$ cat config.mk
export PLATFORM = sky130hd
export DESIGN_NAME = aes_key_expand_ctrl
export DESIGN_NICKNAME = d
export VERILOG_FILES = /design/src/rtl/aes_key_expand_ctrl_pkg.sv /design/src/rtl/aes_key_expand_ctrl_key_schedule.sv /design/src/rtl/aes_key_expand_ctrl.sv
export SDC_FILE = /design/constraint.sdc
export NUM_CORES = 2
export LEC_CHECK = 0
export BUFFER_PORTS_ARGS = -buffer_cell sky130_fd_sc_hd__clkbuf_2
export CAP_MARGIN = 40
export CELL_PAD_IN_SITES_DETAIL_PLACEMENT = 1
export CELL_PAD_IN_SITES_GLOBAL_PLACEMENT = 1
export CORE_ASPECT_RATIO = 1.4
export CORE_MARGIN = 2
export CORE_UTILIZATION = 48
export CTS_BUF_LIST = sky130_fd_sc_hd__clkbuf_8
export DETAILED_ROUTE_END_ITERATION = 6
export PLACE_DENSITY = 0.76
export SLEW_MARGIN = 40
export SYNTH_ARGS = -nofsm -noshare
export SYNTH_HDL_FRONTEND = slang
export SYNTH_SLANG_ARGS = --single-unit
export TNS_END_PERCENT = 30
$ cat constraint.sdc
create_clock -name clk -period 16.1 [get_ports clk]
set_input_delay 3.22 -clock clk [delete_from_list [all_inputs] [get_ports clk]]
set_output_delay 3.22 -clock clk [all_outputs]
set_load 0.01 [all_outputs]
$ cat src/rtl/aes_key_expand_ctrl_pkg.sv
// aes_pkg: shared types, Rcon table, controller state encoding and RotWord helper
package aes_pkg;
   typedef logic [31:0]  word_t;
   typedef logic [127:0] block_t;
   typedef enum logic [2:0] {IDLE, LOAD, SUB, APPLY, DONE} state_t;
   // RCON[i] is the round constant for round i+1
   localparam logic [7:0] RCON [10] = '{8'h01, 8'h02, 8'h04, 8'h08, 8'h10,
                                        8'h20, 8'h40, 8'h80, 8'h1b, 8'h36};
   function automatic word_t rot_word(input word_t w);
      return {w[23:0], w[31:24]};
   endfunction
endpackage

$ cat src/rtl/aes_key_expand_ctrl_key_schedule.sv
// key_schedule: AES-128 round-key XOR chain
//   k         previous round key (W0 in [127:96])
//   result    SubWord(RotWord(W3)) ^ Rcon
//   round_key next round key
module key_schedule
   import aes_pkg::*;
(
   input  block_t k,
   input  word_t  result,
   output block_t round_key
);
   word_t w0, w1, w2, w3;
   assign w0 = k[127:96] ^ result;
   assign w1 = k[95:64]  ^ w0;
   assign w2 = k[63:32]  ^ w1;
   assign w3 = k[31:0]   ^ w2;
   assign round_key = {w0, w1, w2, w3};
endmodule

$ cat src/rtl/aes_key_expand_ctrl.sv
// aes_key_expand_ctrl: sequences AES-128 key expansion through a shared S-box and stores all round keys
//   clk, rst                 clock, synchronous active-high reset
//   start, key_in            begin expansion of key_in (sampled only in IDLE)
//   busy, done, keys_valid   status: expansion running, final-key pulse, schedule complete
//   sb_req, sb_word_out      S-box request and word to substitute
//   sb_ack, sb_word_in       S-box result handshake
//   rk_idx, rk_out           combinational round-key read port (0 beyond the last key)
module aes_key_expand_ctrl
   import aes_pkg::*;
#(
   parameter int NUM_ROUNDS = 10,
   parameter int KEY_W      = 128
) (
   input  logic             clk,
   input  logic             rst,
   input  logic             start,
   input  logic [KEY_W-1:0] key_in,
   output logic             busy,
   output logic             done,
   output logic             keys_valid,
   output logic             sb_req,
   output logic [31:0]      sb_word_out,
   input  logic             sb_ack,
   input  logic [31:0]      sb_word_in,
   input  logic [3:0]       rk_idx,
   output logic [KEY_W-1:0] rk_out
);
   state_t     state;
   logic [3:0] round;
   logic [3:0] rcon_i;
   block_t     cur_key;
   block_t     round_key;
   word_t      sub_q;
   word_t      ks_result;
   block_t     rk [0:NUM_ROUNDS];

   assign rcon_i    = round - 4'd1;
   assign ks_result = sub_q ^ {RCON[rcon_i], 24'h0};
   assign rk_out    = (rk_idx <= 4'(NUM_ROUNDS)) ? rk[rk_idx] : '0;

   key_schedule u_ks (
      .k         (cur_key),
      .result    (ks_result),
      .round_key (round_key)
   );

   always_ff @(posedge clk) begin
      if (rst) begin
         state       <= IDLE;
         round       <= '0;
         cur_key     <= '0;
         sub_q       <= '0;
         busy        <= 1'b0;
         done        <= 1'b0;
         keys_valid  <= 1'b0;
         sb_req      <= 1'b0;
         sb_word_out <= '0;
         for (int i = 0; i <= NUM_ROUNDS; i++) rk[i] <= '0;
      end else begin
         done <= 1'b0;
         case (state)
            IDLE: if (start) begin
               cur_key    <= key_in;
               keys_valid <= 1'b0;
               busy       <= 1'b1;
               state      <= LOAD;
            end
            LOAD: begin
               rk[0]       <= cur_key;
               round       <= 4'd1;
               sb_req      <= 1'b1;
               sb_word_out <= rot_word(cur_key[31:0]);
               state       <= SUB;
            end
            SUB: if (sb_ack) begin
               sub_q  <= sb_word_in;
               sb_req <= 1'b0;
               state  <= APPLY;
            end
            APPLY: begin
               rk[round] <= round_key;
               cur_key   <= round_key;
               if (round == 4'(NUM_ROUNDS)) begin
                  // done is registered, so it is high exactly while in DONE
                  done  <= 1'b1;
                  state <= DONE;
               end else begin
                  round       <= round + 4'd1;
                  sb_req      <= 1'b1;
                  sb_word_out <= rot_word(round_key[31:0]);
                  state       <= SUB;
               end
            end
            DONE: begin
               keys_valid <= 1'b1;
               busy       <= 1'b0;
               state      <= IDLE;
            end
            default: state <= IDLE;
         endcase
      end
   end
endmodule

-- Word-level counts from Yosys, hierarchy flattened
Memories as Yosys holds them, arrays and structs flattened.
Cells that the tools add are included.
- ROM bits: 128
- word-level logic and storage cells: 77
- memories: 2
- RAM bits: 1408
- output and inout port bits: 164
- bits of input ports: 168
- register bits: 203
- memories (memory ; depth ; width ; rd ports ; clocked after Yosys merged registers in ; write ports ; line ; text):
    rk ; 11 ; 128 ; 1 ; 0 ; 11 ; aes_key_expand_ctrl.sv:35 ; block_t rk [0:NUM_ROUNDS];
    (no name shown) ; 16 ; 8 ; 1 ; 0 ; 0 ; aes_key_expand_ctrl.sv:38 ; assign ks_result = sub_q ^ {RCON[rcon_i], 24'h0};
- magnitude comparators: 2
- $add $sub $neg: 2
- bitwise logic cells: 8
- equality and inequality tests: 8
- reduce and logical (&&, ||, !) cells: 13
- muxes and demuxes: 33
- operators by type and width (kind ; count):
    $mux W128 ; 4
    $pmux W128 S2 ; 1
    $xor A32 B32 Y32 ; 5
    $reduce_or A128 Y1 ; 1
    $pmux W32 S2 ; 1
    $mux W32 ; 1
    $mux W8 ; 2
    $mux W1 ; 14
    $pmux W3 S4 ; 1
    $reduce_and A2 Y1 ; 5
    $mux W3 ; 3
    $mux W4 ; 2
    $pmux W4 S2 ; 1
    $eq A3 B2 Y1 const B ; 2
    $ne A2 B2 Y1 const B ; 3
    $reduce_bool A2 Y1 ; 3
    $ge A5 B5 Y1 const B ; 1
    $not A4 Y5 ; 1
    $add A4 B1 Y4 const B ; 1
    $eq A4 B4 Y1 const B ; 1
    $le A4 B4 Y1 const B ; 1
    $pmux W1 S2 ; 2
    $sub A4 B1 Y4 const B ; 1
    $eq A3 B1 Y1 const B ; 1
    8 further kinds ; 8

-- Logic depth before layout (Yosys ltp)
- word-level depth: 12
- depth in mapped cells: 13
- depth with buffers taken out: 9

-- Cells and area by module
Synthesis repeated with hierarchy kept, for this count alone.
- cell total of the unflattened synthesis: 6101
- area, all modules: 73361.6 sq um
- modules (own cells, without submodules) (module ; times used ; area an instance (sq um) ; seq. area each (sq um) ; cells each):
    aes_key_expand_ctrl ; 1 ; 71279.6 ; 45063.2 ; 5941
    key_schedule ; 1 ; 2082.0 ; 0.0 ; 160

-- Least setup slack after synthesis
OpenSTA, ideal clock, no wires.
- path kind: input to register
- from: in rst
- to: mem rk[9][0] (netlist bit) (enable)
- cell stages on the path: 6
- arrival: 9.449 ns
- required time: 15.483 ns
- path buffers: 3
- slack: 6.035 ns
- setup time: 0.617 ns
- path through: clkbuf_1 > nand2b_1 > clkbuf_1 > clkbuf_1 > a21oi_1 > nor2_1
- RTL lines (item ; line ; text):
    start, declared ; aes_key_expand_ctrl.sv:15 ; input logic rst,
    end, declared ; aes_key_expand_ctrl.sv:35 ;

-- Worst setup path after layout
- from: in rk_idx[1]
- to: out rk_out[55]
- longest elaborated chain between the ends: 2
- elaborated cells on any way between the ends: 3
- RTL lines (item ; line ; text):
    start, declared ; aes_key_expand_ctrl.sv:25 ; input logic [3:0] rk_idx,
    $mem_v2 Z11 W128 or $le A4 B4 Y1 (tied branches) ; - ;
    $mux W128 * ; aes_key_expand_ctrl.sv:39 ; assign rk_out = (rk_idx <= 4'(NUM_ROUNDS)) ? rk[rk_idx] : '0;
    end, declared ; aes_key_expand_ctrl.sv:26 ; output logic [KEY_W-1:0] rk_out
Every way passes the cells marked *; elsewhere a longest branch is shown, timed or not.

==> results.py <==
metrics = {
    "worst_hold_path": {
        "whs_endpoint": "rk[10][91]",
        "worstHoldStart": "rk[10][91]",
        "hold_path.class": "flip-flop to flip-flop",
        "min_path_cells": 2,
    },
    "worst_setup_path": {
        "crit_buf_inv": 4,
        "start_kind": "input pin",
        "path_cells": "buf_8 > buf_4 > buf_6 > mux2i_1 > o211ai_1 > o21ai_0 > o21ai_0 > clkbuf_2",
        "r2r_slack_ns": 10.59,
        "worstSetupEndpointType": "output port",
        "crit_fanout": 58,
        "required_ns": 12.88,
        "crit_slowest_cell": "buf_4",
        "r2r-end": "rk[4][121]",
        "slowest_delay_ns": 0.77,
        "path_class": "input pin to output port",
        "critPathArrivalTime_ns": 6.50,
        "crit_path_frequent_cell": "o21ai_0",
        "reg2reg_from": "state[2]",
        "cp_top_family": "buffers and inverters",
        "worstRegToRegCells": 9,
    },
    "synth": {
        "synthMuxAreaShare_pct": 9.804,
        "synth.ff_latch_count": 1611,
        "yosys.area_share.adder_pct": 0.1208,
        "syn-instance-count": 6238,
        "synth_top_family_by_area": "simple AND/OR/NAND/NOR gates",
        "synth-xor-area-share_pct": 3.128,
        "synth_warnings": 0,
        "async_flop_share_pct": 0,
        "synth-simple-area-share_pct": 13.02,
        "yosysUniqueCellTypes": 77,
        "syn_avg_cell_area_um2": 11.62,
        "synth-edff-count": 1280,
        "synthFlopType": "edfxtp_1",
        "syn_area_mm2": 0.07248,
        "synth-compound-area-share_pct": 8.095,
        "yosysSeqAreaShare_pct": 62.18,
        "syn-num-nets": 6413,
    },
    "sta": {
        "relSlewSlack_pct": 38.25,
        "slew_viol_final": 0,
        "fin_crit_sh_pct": 60.36,
        "hold_viol_final": 0,
        "fmax_mhz": 102.9,
        "period_needed_ns": 9.718,
        "finalSetupViolCount": 0,
        "tns_ns": 0,
        "clock_skew_ns": 0.08087,
        "worst_pin_slew_ns": 0.9197,
        "rsz0062_at_grt": "no",
    },
    "layout": {
        "final_cell_mix": "nor2_1 (1538), edfxtp_1 (1280), nand2_1 (557), o21ai_0 (386), dfxtp_1 (328)",
        "syn_to_final_growth_pct": 11.84,
        "layout-drive-gt1-share_pct": 16.95,
        "stdcell_count": 8521,
        "nets": 6520,
        "final_common_cell": "nor2_1",
    },
    "clock_tree": {
        "cts_hold_buffers": 0,
        "cts_resized": 0,
        "cts_sinks": 1611,
        "cts_tree": "done",
        "clk_path_buf_depth": 3,
        "htreeDepth": 4,
        "cts_setup_buffers": 0,
        "cts-buffers-inserted": 237,
        "insertion_delay_ns": 1.03,
        "clk_pin_slew_ns": 0.06,
        "cts_root_buf": "clkbuf_8",
    },
    "placement": {
        "dp.cells": 8060,
        "dp_hpwl_um": 151000,
        "port_buffers": 331,
        "place_congestion": 0.8365,
    },
    "routing": {
        "dr_wl_met3_um": 26220,
        "highest_layer": "met5",
        "drc": 0,
        "routed_wl_um": 258200,
        "wl_per_cell_um": 30.30,
        "drtIter0Drc": 6037,
        "ant_nets": 0,
        "detail_route.first_pass.iterations": 6,
        "num_vias": 53210,
        "wirelength_met1_um": 98220,
        "via_per_inst": 6.244,
        "met2_length_um": 122000,
    },
    "global_routing": {
        "grt_usage_pct": 33.22,
        "grt_overflow": 0,
        "grt_pass1_vias": 55710,
        "grt_pass1_wl_um": 375300,
        "antenna_found_initial": 44,
        "grt_max_degree": 111,
    },
    "power_and_ir_drop": {
        "max-vdd-ir-drop_v": 0.00009081,
        "p_leak_nw": 29.11,
        "p_per_area_mw_per_mm2": 111.8,
    },
    "floorplanning": {
        "initial_core_util_pct": 48.36,
        "die_area_mm2": 0.1542,
        "die_h_um": 463.8,
        "core-area_mm2": 0.1499,
        "row_count": 168,
        "die-width_um": 332.4,
        "io_pins": 332,
    },
    "flow_run": {
        "cap_violations": 0,
    },
    "status": {
        "outcome": "finished clean",
    },
}
==> worst max path at each step <==
stage | start | to | depth (start not counted)
3_5_place_dp | rk_idx[1] | rk_out[55] | 8
3_3_place_gp | rk_idx[1] | rk_out[54] | 8
5_1_grt | rk_idx[1] | rk_out[55] | 8
2_1_floorplan | rst | rk[9][0] | 6
6_report | rk_idx[1] | rk_out[55] | 8
4_1_cts | rk_idx[1] | rk_out[55] | 8
==> metal layers <==
metal | vias up | global-route usage, %
li1 | 22260 | -
met1 | 27460 | 42.51
met2 | 2794 | 53.43
met3 | 638 | 8.939
met4 | 58 | 14.06
met5 | - | 0
==> tightest hold or removal path: stages (launching register included) <==
cell and delay, ns:
dfxtp_1 0.31, nand3b_1 0.08, nand2_1 0.05
==> layout make-up <==
type,instances,area [um2]
antenna,13,32.53
sequential,1611,45070
clock inverter,178,1021
fill,15590,68810
tap,1955,2446
clock buffer,269,3702
multi-input combinational,3932,25180
timing repair buffer,440,3151
inverter,123,461.7
==> logic make-up (layout without fill, tap and decap cells) <==
logic type      after synthesis  after routing
flops                      1611           1611
buf+inv                     695           1010
fa+ha+maj                     7              7
other cells                   0             13
simple gates               2335           2335
compound gates              963            963
mux                         389            389
xor+xnor                    238            238
==> synthesized netlist by cell type (all sizes together), types with 122 or more instances <==
library cell,instances,area [um2]
mux4,256,5766
inv,122,457.9
xnor2,132,1156
dfxtp,331,6626
o211ai,133,998.5
mux2i,132,1329
o21ai,404,2044
a21oi,217,1135
clkbuf,495,1859
nand2,562,2110
edfxtp,1280,38440
nor2,1547,5837
==> sequential cells by signal (all words and copies together) (netlist names) <==
signal	cells
done	1
cur_key	128
rk	1408
state	3
busy	1
round	4
sb_word_out	32
sub_q	32
keys_valid	1
sb_req	1
==> metrics by stage <==
stage               setup WS, ns  util [%]  area [um2]  power [mW]  hold slack, ns
global placement           6.239     50.30       75390       5.741          0.4527
floorplan                  6.035         -       72480       5.362          0.4360
CTS                        6.443     53.99       80920       9.069          0.4785
global route               6.378     54.07       81040       9.307          0.4906
finish                     6.382     54.09       81060       9.059          0.4812
detailed placement         6.466     50.84       76190       5.793          0.4673
==> report_power, final <==
| group | switching [mW] | internal [mW] |
|---|---|---|
| Clock | 1.67 | 1.66 |
| Combinational | 0.671 | 0.313 |
| Sequential | 0.0977 | 4.65 |
Power figures use the tool's default switching activity.
